**config.mk**
```make
export PLATFORM = sky130hd
export DESIGN_NAME = lcd_dbg_display
export DESIGN_NICKNAME = d
export VERILOG_FILES = /design/src/rtl/lcd_dbg_display.sv
export SDC_FILE = /design/constraint.sdc
export NUM_CORES = 1
export LEC_CHECK = 0
export BUFFER_PORTS_ARGS = -buffer_cell sky130_fd_sc_hd__buf_2
export CORE_UTILIZATION = 45
export CTS_CLUSTER_DIAMETER = 40
export DETAILED_ROUTE_END_ITERATION = 10
export PLACE_DENSITY = 0.6
export SLEW_MARGIN = 20
export SYNTH_ARGS = -nofsm -noshare
export SYNTH_HDL_FRONTEND = slang
export SYNTH_SLANG_ARGS = --single-unit
```
**constraint.sdc**
```tcl
create_clock -name clk -period 4.7 [get_ports clk]
set_clock_uncertainty 0.1 [all_clocks]
set_input_delay 0.705 -clock clk [delete_from_list [all_inputs] [get_ports clk]]
set_output_delay 0.705 -clock clk [all_outputs]
set_load 0.02 [all_outputs]
```
**src/rtl/lcd_dbg_display.sv**
```systemverilog
// rtl/lcd_dbg_display.sv - HD44780 4-bit LCD driver showing a text line and a labelled hex debug word
//
// Ports:
//   clk          in   system clock
//   rst_n        in   asynchronous active-low reset
//   line0_text   in   8*COLS bits, ASCII for line 0, MSB byte = leftmost character
//   label        in   8*LBL_CHARS bits, ASCII label for line 1, MSB byte = leftmost
//   data         in   DATA_W bits, debug word rendered as DATA_W/4 hex digits on line 1
//   busy         out  high while init or a redraw is in progress
//   lcd_e        out  LCD enable strobe
//   lcd_rs       out  0 = command, 1 = data
//   lcd_rw       out  tied 0
//   lcd_dat      out  LCD data nibble DB7..DB4
//
// Optional feature macro: LCD_ZERO_BLANK_EN (leading zero hex digits render as spaces).

module lcd_dbg_display #(
    parameter int COLS      = 16,
    parameter int DATA_W    = 32,
    parameter int LBL_CHARS = 7,
    parameter int PWRON_CYC = 750000,
    parameter int E_CYC     = 12,
    parameter int NIB_GAP   = 50,
    parameter int CMD_CYC   = 2000,
    parameter int CLR_CYC   = 82000
) (
    input  logic                   clk,
    input  logic                   rst_n,
    input  logic [8*COLS-1:0]      line0_text,
    input  logic [8*LBL_CHARS-1:0] label,
    input  logic [DATA_W-1:0]      data,
    output logic                   busy,
    output logic                   lcd_e,
    output logic                   lcd_rs,
    output logic                   lcd_rw,
    output logic [3:0]             lcd_dat
);

    localparam int NDIG     = DATA_W / 4;
    localparam int DIG0     = COLS - NDIG;
    localparam int IN_W     = 8*COLS + 8*LBL_CHARS + DATA_W;
    localparam int MAX_A    = (PWRON_CYC > CLR_CYC) ? PWRON_CYC : CLR_CYC;
    localparam int MAX_B    = (CMD_CYC > NIB_GAP) ? CMD_CYC : NIB_GAP;
    localparam int MAX_C    = (MAX_B > E_CYC) ? MAX_B : E_CYC;
    localparam int MAX_WAIT = (MAX_A > MAX_C) ? MAX_A : MAX_C;
    localparam int CW       = $clog2(MAX_WAIT + 1);
    localparam int IW       = $clog2(COLS);

    localparam logic [CW-1:0] PWRON_LAST = CW'(PWRON_CYC - 1);
    localparam logic [CW-1:0] E_LAST     = CW'(E_CYC - 1);
    localparam logic [CW-1:0] GAP_LAST   = CW'(NIB_GAP - 1);
    localparam logic [CW-1:0] CMD_LAST   = CW'(CMD_CYC - 1);
    localparam logic [CW-1:0] CLR_LAST   = CW'(CLR_CYC - 1);
    localparam logic [IW-1:0] COL_LAST   = IW'(COLS - 1);
    localparam logic [IW-1:0] INIT_LAST  = IW'(3);

    typedef enum logic [2:0] {
        S_PWRON, S_INIT8, S_INITB, S_IDLE, S_SNAP, S_ADDR, S_CHAR
    } state_t;

    // Nibble writer phases: SETUP drives rs/dat one cycle ahead of lcd_e,
    // EHI holds lcd_e, GAP separates the two nibbles, WAIT is the command delay.
    typedef enum logic [2:0] {
        W_IDLE, W_SETUP, W_EHI, W_GAP, W_WAIT
    } wr_t;

    state_t                state_q;
    wr_t                   wr_q;
    logic [CW-1:0]         cnt_q;
    logic [IW-1:0]         idx_q;
    logic                  line_q;
    logic [3:0]            wr_lo_nib_q;
    logic                  wr_lo_q;
    logic                  wr_clr_q;
    logic                  lcd_e_q;
    logic                  lcd_rs_q;
    logic [3:0]            lcd_dat_q;

    logic [IN_W-1:0]       in_q;
    logic [IN_W-1:0]       in_prev_q;
    logic                  pending_q;
    logic [8*COLS-1:0]     line0_q;
    logic [8*COLS-1:0]     line1_q;

    logic [8*COLS-1:0]     in_line0;
    logic [8*LBL_CHARS-1:0] in_label;
    logic [DATA_W-1:0]     in_data;
    logic [8*COLS-1:0]     line1_d;
    logic [3:0]            nib;
    logic                  changed;
    logic                  enter_snap;
    logic [7:0]            cur_byte;
    logic                  cur_rs;
    logic                  cur_single;
    logic                  send_req;
    int                    col_sh;
`ifdef LCD_ZERO_BLANK_EN
    logic                  lead;
`endif

    assign in_line0 = in_q[IN_W-1 -: 8*COLS];
    assign in_label = in_q[DATA_W +: 8*LBL_CHARS];
    assign in_data  = in_q[DATA_W-1:0];

    assign changed    = (in_q != in_prev_q);
    assign enter_snap = (state_q == S_IDLE) && pending_q;

    assign busy    = !((state_q == S_IDLE) && !pending_q);
    assign lcd_e   = lcd_e_q;
    assign lcd_rs  = lcd_rs_q;
    assign lcd_rw  = 1'b0;
    assign lcd_dat = lcd_dat_q;

    function automatic logic [7:0] hex_ascii(input logic [3:0] n);
        hex_ascii = (n < 4'd10) ? (8'h30 + {4'h0, n}) : (8'h37 + {4'h0, n});
    endfunction

    // Input registration and change detect; a change on the same cycle as
    // SNAP entry keeps pending set so the newer value gets its own redraw.
    always_ff @(posedge clk or negedge rst_n) begin
        if (!rst_n) begin
            in_q      <= '0;
            in_prev_q <= '0;
            pending_q <= 1'b1;
        end else begin
            in_q      <= {line0_text, label, data};
            in_prev_q <= in_q;
            if (changed) begin
                pending_q <= 1'b1;
            end else if (enter_snap) begin
                pending_q <= 1'b0;
            end
        end
    end

    // Line-1 rendering: label, space fill, then right-justified hex digits.
    always_comb begin
        line1_d = '0;
        nib     = '0;
`ifdef LCD_ZERO_BLANK_EN
        lead    = 1'b1;
`endif
        for (int c = 0; c < LBL_CHARS; c++) begin
            line1_d[8*(COLS-1-c) +: 8] = in_label[8*(LBL_CHARS-1-c) +: 8];
        end
        for (int c = LBL_CHARS; c < DIG0; c++) begin
            line1_d[8*(COLS-1-c) +: 8] = 8'h20;
        end
        for (int k = 0; k < NDIG; k++) begin
            nib = in_data[4*(NDIG-1-k) +: 4];
            line1_d[8*(NDIG-1-k) +: 8] = hex_ascii(nib);
`ifdef LCD_ZERO_BLANK_EN
            if (nib != 4'h0) begin
                lead = 1'b0;
            end
            // The least-significant digit is never blanked so zero shows "0".
            if (lead && (k != NDIG-1)) begin
                line1_d[8*(NDIG-1-k) +: 8] = 8'h20;
            end
`endif
        end
    end

    // Frame snapshot: the redraw in flight always reads from these registers,
    // so input changes during a redraw cannot tear the displayed frame.
    always_ff @(posedge clk or negedge rst_n) begin
        if (!rst_n) begin
            line0_q <= '0;
            line1_q <= '0;
        end else if (state_q == S_SNAP) begin
            line0_q <= in_line0;
            line1_q <= line1_d;
        end
    end

    // Byte the current state wants to send next.
    always_comb begin
        cur_byte   = 8'h00;
        cur_rs     = 1'b0;
        cur_single = 1'b0;
        send_req   = 1'b0;
        col_sh     = 0;
        case (state_q)
            S_INIT8: begin
                send_req   = 1'b1;
                cur_single = 1'b1;
                cur_byte   = (idx_q == INIT_LAST) ? 8'h02 : 8'h03;
            end
            S_INITB: begin
                send_req = 1'b1;
                case (idx_q[1:0])
                    2'd0:    cur_byte = 8'h28;
                    2'd1:    cur_byte = 8'h0C;
                    2'd2:    cur_byte = 8'h06;
                    default: cur_byte = 8'h01;
                endcase
            end
            S_ADDR: begin
                send_req = 1'b1;
                cur_byte = line_q ? 8'hC0 : 8'h80;
            end
            S_CHAR: begin
                send_req = 1'b1;
                cur_rs   = 1'b1;
                col_sh   = 8 * (COLS - 1 - int'(idx_q));
                cur_byte = line_q ? line1_q[col_sh +: 8] : line0_q[col_sh +: 8];
            end
            default: ;
        endcase
    end

    // Main sequencer and nibble writer. The main state only advances when the
    // writer returns to W_IDLE after the post-byte wait.
    always_ff @(posedge clk or negedge rst_n) begin
        if (!rst_n) begin
            state_q     <= S_PWRON;
            wr_q        <= W_IDLE;
            cnt_q       <= '0;
            idx_q       <= '0;
            line_q      <= 1'b0;
            wr_lo_nib_q <= '0;
            wr_lo_q     <= 1'b0;
            wr_clr_q    <= 1'b0;
            lcd_e_q     <= 1'b0;
            lcd_rs_q    <= 1'b0;
            lcd_dat_q   <= '0;
        end else begin
            case (wr_q)
                W_IDLE: begin
                    if (state_q == S_PWRON) begin
                        if (cnt_q == PWRON_LAST) begin
                            cnt_q   <= '0;
                            idx_q   <= '0;
                            state_q <= S_INIT8;
                        end else begin
                            cnt_q <= cnt_q + 1'b1;
                        end
                    end else if (state_q == S_IDLE) begin
                        if (pending_q) begin
                            state_q <= S_SNAP;
                        end
                    end else if (state_q == S_SNAP) begin
                        state_q <= S_ADDR;
                        line_q  <= 1'b0;
                        idx_q   <= '0;
                    end else if (send_req) begin
                        // Single init nibbles go straight to the post-byte wait.
                        wr_lo_nib_q <= cur_byte[3:0];
                        wr_lo_q     <= cur_single;
                        wr_clr_q    <= !cur_single && (cur_byte == 8'h01);
                        lcd_rs_q    <= cur_rs;
                        lcd_dat_q   <= cur_single ? cur_byte[3:0] : cur_byte[7:4];
                        wr_q        <= W_SETUP;
                    end
                end
                W_SETUP: begin
                    lcd_e_q <= 1'b1;
                    cnt_q   <= '0;
                    wr_q    <= W_EHI;
                end
                W_EHI: begin
                    if (cnt_q == E_LAST) begin
                        lcd_e_q <= 1'b0;
                        cnt_q   <= '0;
                        wr_q    <= wr_lo_q ? W_WAIT : W_GAP;
                    end else begin
                        cnt_q <= cnt_q + 1'b1;
                    end
                end
                W_GAP: begin
                    if (cnt_q == GAP_LAST) begin
                        cnt_q     <= '0;
                        lcd_dat_q <= wr_lo_nib_q;
                        wr_lo_q   <= 1'b1;
                        wr_q      <= W_SETUP;
                    end else begin
                        cnt_q <= cnt_q + 1'b1;
                    end
                end
                W_WAIT: begin
                    if (cnt_q == (wr_clr_q ? CLR_LAST : CMD_LAST)) begin
                        cnt_q <= '0;
                        wr_q  <= W_IDLE;
                        case (state_q)
                            S_INIT8: begin
                                if (idx_q == INIT_LAST) begin
                                    state_q <= S_INITB;
                                    idx_q   <= '0;
                                end else begin
                                    idx_q <= idx_q + 1'b1;
                                end
                            end
                            S_INITB: begin
                                if (idx_q == INIT_LAST) begin
                                    state_q <= S_IDLE;
                                    idx_q   <= '0;
                                end else begin
                                    idx_q <= idx_q + 1'b1;
                                end
                            end
                            S_ADDR: begin
                                state_q <= S_CHAR;
                                idx_q   <= '0;
                            end
                            S_CHAR: begin
                                if (idx_q == COL_LAST) begin
                                    idx_q <= '0;
                                    if (line_q) begin
                                        line_q  <= 1'b0;
                                        state_q <= S_IDLE;
                                    end else begin
                                        line_q  <= 1'b1;
                                        state_q <= S_ADDR;
                                    end
                                end else begin
                                    idx_q <= idx_q + 1'b1;
                                end
                            end
                            default: state_q <= S_IDLE;
                        endcase
                    end else begin
                        cnt_q <= cnt_q + 1'b1;
                    end
                end
                default: wr_q <= W_IDLE;
            endcase
        end
    end

endmodule

```
; ---- After elaboration in Yosys (flattened, before gate mapping)
; Cells that the tools add are included.
[op_classes]
n_reduce_logical = 24
bitwise = 3
addsub = 19
n_shift = 2
order_cmp = 8
eq_ne = 40
n_mux = 78
[op_table]
columns = op, n
row1 = $shiftx A128 B8 Y8, 2
row2 = $ne A216 B216 Y1, 1
row3 = $add A6 B4 Y7 const A, 16
row4 = $mux W20, 5
row5 = $pmux W20 S5, 1
row6 = $mux W7, 9
row7 = $mux W3, 18
row8 = $mux W4, 13
row9 = $lt A4 B4 Y1 const B, 8
row10 = $pmux W8 S4, 1
row11 = $ne A2 B2 Y1 const B, 11
row12 = $add A20 B1 Y20 const B, 1
row13 = $eq A20 B17 Y1, 1
row14 = $eq A20 B20 Y1 const B, 1
row15 = $eq A20 B4 Y1 const B, 1
row16 = $eq A20 B6 Y1 const B, 1
row17 = $mux W1, 19
row18 = $ne A3 B3 Y1 const B, 6
row19 = $pmux W6 S3, 1
row20 = $mux W17, 1
row21 = $pmux W4 S2, 2
row22 = $pmux W3 S5, 1
row23 = $reduce_and A7 Y1, 2
row24 = $eq A3 B2 Y1 const B, 4
row25 = other kinds (28), 48
[word_totals]
output_inout_bits = 8
input_bits = 218
wordCells = 190
reg_bits = 725

; ---- Logic depth before layout (Yosys ltp)
[depth]
depth_word = 10
ltp_mapped = 12
ltp_nobuf = 9

; ---- Least setup slack after synthesis
; No wires, ideal clock.
[synth_path]
path_type = reg-to-reg
start = register idx_q[0]
end = register wr_clr_q
path_slack_ns = 2.304
required_ns = 4.505
period_less_slack_ns = 2.396
path_buffers = 3
stages_incl_launch_ff = 10
setup_time_ns = 0.095
t_arrival_ns = 2.200
cell_sequence = dfrtp_1 -> buf_2 -> buf_2 -> clkbuf_1 -> mux4_2 -> a22oi_1 -> nand3_1 -> a21oi_1 -> nand3_1 -> o31ai_1
[synth_via]
elab_chain_len = 6
elab_cells_between_ends = 13
cone_classes = add/sub (1) / eq/ne (4) / shift (2) / mux (4) / reduce/logical (2)
[synth_rtl]
columns = element, line
row1 = "start, declared", 70  ; logic [IW-1:0] idx_q;
row2 = "start signal, assigned", 290  ; idx_q <= idx_q + 1'b1;
row3 = "start signal, assigned", 298  ; idx_q <= idx_q + 1'b1;
row4 = "start signal, assigned", 316  ; idx_q <= idx_q + 1'b1;
row5 = $sub A4 B4 Y5, 205  ; col_sh = 8 * (COLS - 1 - int'(idx_q));
row6 = $shiftx A128 B8 Y8, 206  ; cur_byte = line_q ? line1_q[col_sh +: 8] : line0_q[col_sh +: 8];
row7 = $mux W8, 206
row8 = $pmux W8 S4 *, 183  ; case (state_q)
row9 = $eq A8 B1 Y1 *, 250  ; wr_clr_q <= !cur_single && (cur_byte == 8'h01);
row10 = $logic_and A1 B1 Y1 *, 250
row11 = "end signal, assigned", 250
row12 = "end, declared", 74  ; logic wr_clr_q;
; Mark *: on every way between the ends. The rest lies on a longest branch, timed or not.
; A chain may end at the register's enable or synchronous reset.

; ---- Final worst setup path
[layout_path]
start = register state_q[1]
end = output port busy
[layout_via]
elab_chain_len = 3
[layout_rtl]
columns = element, line
row1 = "start, declared", 67  ; state_t state_q;
row2 = "start signal, assigned", 216  ; state_q <= S_PWRON;
row3 = "start signal, assigned", 234  ; state_q <= S_INIT8;
row4 = "start signal, assigned", 240  ; state_q <= S_SNAP;
row5 = $eq A3 B2 Y1, 108  ; assign busy = !((state_q == S_IDLE) && !pending_q);
row6 = $logic_and A1 B1 Y1, 108
row7 = $logic_not A1 Y1, 108
row8 = "end, declared", 32  ; output logic busy,
; No other way between the ends.

==> results.txt <==
----------------------------------------------------
[Placement]
  # port buffers ... 224
  Final weighted congestion in routability-driven placement ... just over 0.9
  Detailed Place HPWL ... 57500 um
  Worst Setup Slack post-DPL ... about 1500 ps
  Post-DP Area ... a little under 30000 um2

[Timing]
  Final critical-path required period ... about 3200 ps
  Post-layout worst setup margin ... between 1500 and 2000 ps
  Max Transition Viols Final ... 0
  Worst hold margin ... -3.17 ps
  Unrepaired setup endpoints after global routing ... false
  Worst slew pin tran ... between 1000 and 1500 ps
  Relative slew margins ... 0.253
  Final setup violating endpoints ... 0
  Total Neg Setup Slack ... 0 ps
  Maximum clock frequency ... approximately 310 MHz
  Tcrit/Tclk final ... 0.679
  Final-report hold violation count ... 4

[Critical path]
  Arrival time at the worst endpoint ... 2390 ps
  Reg2reg path depth ... 8
  Startpoint of the worst register-to-register path ... line_q
  Worst path required time ... between 3000 and 4000 ps
  Biggest fanout along the worst timing path ... 14
  CP Capture Point ... busy
  Category of the critical setup timing path ... register to output pin
  Kind of launch point of the worst setup path ... register
  CP endpoint kind ... output pin
  Minimum setup slack among reg-to-reg paths ... approximately 1600 ps
  CP Launch Point ... state_q[1]
  Endpoint of the worst register-to-register path ... wr_clr_q

[Pwr]
  Overall Power ... around 15000 uW
  VDD IR max ... about 0.29 mV
  Power density over cell area ... between 400 and 500 nW/um2
  Total leakage power ... roughly 0.016 uW

[Global routing]
  Largest net degree at the start of global routing ... 122
  Via count of the first global-routing pass ... between 15000 and 20000
  Number of antenna violations at the first check in global routing ... 1
  Global-route wire length before repair ... ~120000 um
  Residual overflow from global routing ... 0
  Overall Global Routing Usage ... 0.260

[Outcome]
  Outcome ... complete, but fails checks
  Failing checks ... hold timing

[Clock network]
  CTS tree ... done
  TritonCTS Buffers ... between 90 and 100
  Hold-fix buffers, CTS ... 0
  Clock Tree Buf Depth ... 3
  Post-CTS Resized ... 0
  CTS sink count ... between 700 and 800
  Source-to-sink clock delay at the later pin of the worst-skew pair ... ~660 ps
  Post-CTS setup repair buffer count ... 0
  Clock transition at the registers of the reported paths ... 60 ps
  CTS root buffer ... sky130_fd_sc_hd__clkbuf_16
  CTS H-Tree Depth ... 3

[Floorplan]
  Core Footprint ... 60400 um2
  Chip width ... between 200 and 250 um
  Die Y-Extent ... around 250 um
  Ports placed on the boundary ... 226
  Effective utilization at floorplan ... 0.455
  Row Count ... 90
  Area of the die ... 62000 um2

[Job]
  Max_cap viols ... 0

[Final layout]
  Final net count ... about 2800
  Layout overhead on the synthesized area ... 20.1%
  Design Area, Final ... approximately 33000 um2
  Proportion of layout cells with a drive suffix above 1 ... 0.188

[Route]
  Post-route DRC violation count ... 0
  DRC violation total after the first TritonRoute iteration ... ~1800
  Detailed-route wire length ... 78200 um
  Drt wl/cell ... between 20 and 25 um
  Via count normalized by instance count ... around 5.3
  Total number of vias ... about 18000
  1st-pass router iterations ... 5
  Post-route ant nets ... 0

[Yosys]
  Cell count after synthesis ... 2321
  Flops & latches, synth ... between 700 and 800
  Number of enable flip-flop cells after synthesis ... 0
  Biggest area consumer among synthesized cells ... sky130_fd_sc_hd__dfrtp_1
  Avg Synthesized Cell Area ... 11.8 um2
  Synthesized cell area ... ~27000 um2
  Proportion of synthesized chip area in sequential cells ... 0.654
  Fraction of registers with async set or reset after synthesis ... 1.00
  Synthesized netlist net count ... ~2600
  Cell with the most instances after synthesis ... sky130_fd_sc_hd__dfrtp_1
  Synth top area cells ... sky130_fd_sc_hd__dfrtp_1, sky130_fd_sc_hd__nand2_1, sky130_fd_sc_hd__xor2_1
  Portion of synthesized cell area occupied by the leading cell type ... 0.653
  Dominant synthesized flop cell ... sky130_fd_sc_hd__dfrtp_1
  Synth cell count leaders ... sky130_fd_sc_hd__dfrtp_1, sky130_fd_sc_hd__nand2_1, sky130_fd_sc_hd__xor2_1
  Unique cell type count in the Yosys netlist ... between 70 and 80
  Synth warnings ... 0

[Min path]
  Worst min-delay path category ... input pin to async pin

----------------------------------------------------
-- stage by stage --
stage                     utilization  std cells
after global placement          0.488       3258
after global routing            0.546       3444
after floorplan                     -       2321
after detailed placement        0.488       3258
final                           0.546       3445
after CTS                       0.546       3444
-- where the power goes --
| group | internal (uW) | total (uW) | switching (uW) |
|---|---|---|---|
| clock network | 4560 | 7620 | 3060 |
| registers | 6370 | 6540 | 177 |
| logic | 194 | 460 | 266 |
| total | 11100 | 14600 | 3500 |
-- critical path, stage by stage, from the launching register on --
cell and delay, ps:
sky130_fd_sc_hd__dfrtp_1 620, sky130_fd_sc_hd__inv_1 160, sky130_fd_sc_hd__nor2_1 210, sky130_fd_sc_hd__nand2_1 200, sky130_fd_sc_hd__or2_2 370, sky130_fd_sc_hd__buf_2 170
-- cell families (layout without fill, tap and decap cells) --
family          Yosys count  after routing  synth area share
compound gates          248            248            0.0612
xor+xnor                213            213            0.0680
simple gates            895            895             0.140
mux                      80             80            0.0477
other cells               1              2          0.000137
buf+inv                 152            493            0.0231
fa+ha+maj                15             15           0.00684
flops                   717            717             0.654
-- registers in the layout, indices dropped and copies added, names as in the netlist, 4 cells and up --
name	cells
cnt_q	20
lcd_dat	4
in_q	216
wr_lo_nib_q	4
line1_q	113
in_prev_q	216
idx_q	4
line0_q	128
-- routing by layer --
metal / up-vias / global-route usage / wire (um)
met2: 506 / 0.417 / 37600
met1: 9279 / 0.355 / 33900
met3: 134 / 0.0457 / 3990
met4: 0 / 0.0953 / 2680
li1: 8310 / - / -
met5: - / 0 / 0
-- area by class of cell --
cell class	count	area, um2
antenna	1	2.50
clock buffer	114	2630
clock inverter	72	871
fill	5118	27400
inverter	55	206
multi-input combinational	1452	8890
sequential	717	17900
tap	782	978
timing repair buffer	252	1450
-- worst min path at each step --
stage / to / start / slack [ps] / cells past startpoint
2_1_floorplan: in_prev_q[11] / in_q[11] / 250 / 0
3_3_place_gp: in_prev_q[209] / in_q[209] / 290 / 0
3_5_place_dp: in_prev_q[181] / in_q[181] / 290 / 0
4_1_cts: in_q[184] / line0_text[96] / 10 / 1
5_1_grt: in_q[161] / line0_text[73] / 30 / 1
6_report: in_q[62] / rst_n / -3 / 1
-- cell usage in the layout (no fill, tap or decap), types with 33 or more instances in the layout --
cell | synthesis | routed
sky130_fd_sc_hd__buf_2 | 8 | 223
sky130_fd_sc_hd__mux2i_1 | 33 | 33
sky130_fd_sc_hd__xor2_1 | 128 | 128
sky130_fd_sc_hd__mux4_2 | 40 | 40
sky130_fd_sc_hd__dfrtp_1 | 716 | 714
sky130_fd_sc_hd__nand2_1 | 662 | 662
sky130_fd_sc_hd__nand3_1 | 33 | 33
sky130_fd_sc_hd__xnor2_1 | 85 | 85
sky130_fd_sc_hd__a21oi_1 | 52 | 52
sky130_fd_sc_hd__nand4_1 | 34 | 34
sky130_fd_sc_hd__clkbuf_16 | 0 | 100
sky130_fd_sc_hd__nor4_1 | 45 | 45
sky130_fd_sc_hd__inv_1 | 55 | 55
sky130_fd_sc_hd__nor2_1 | 56 | 56
sky130_fd_sc_hd__o21ai_0 | 40 | 40
No activity file was read; power rests on OpenSTA's default activity.
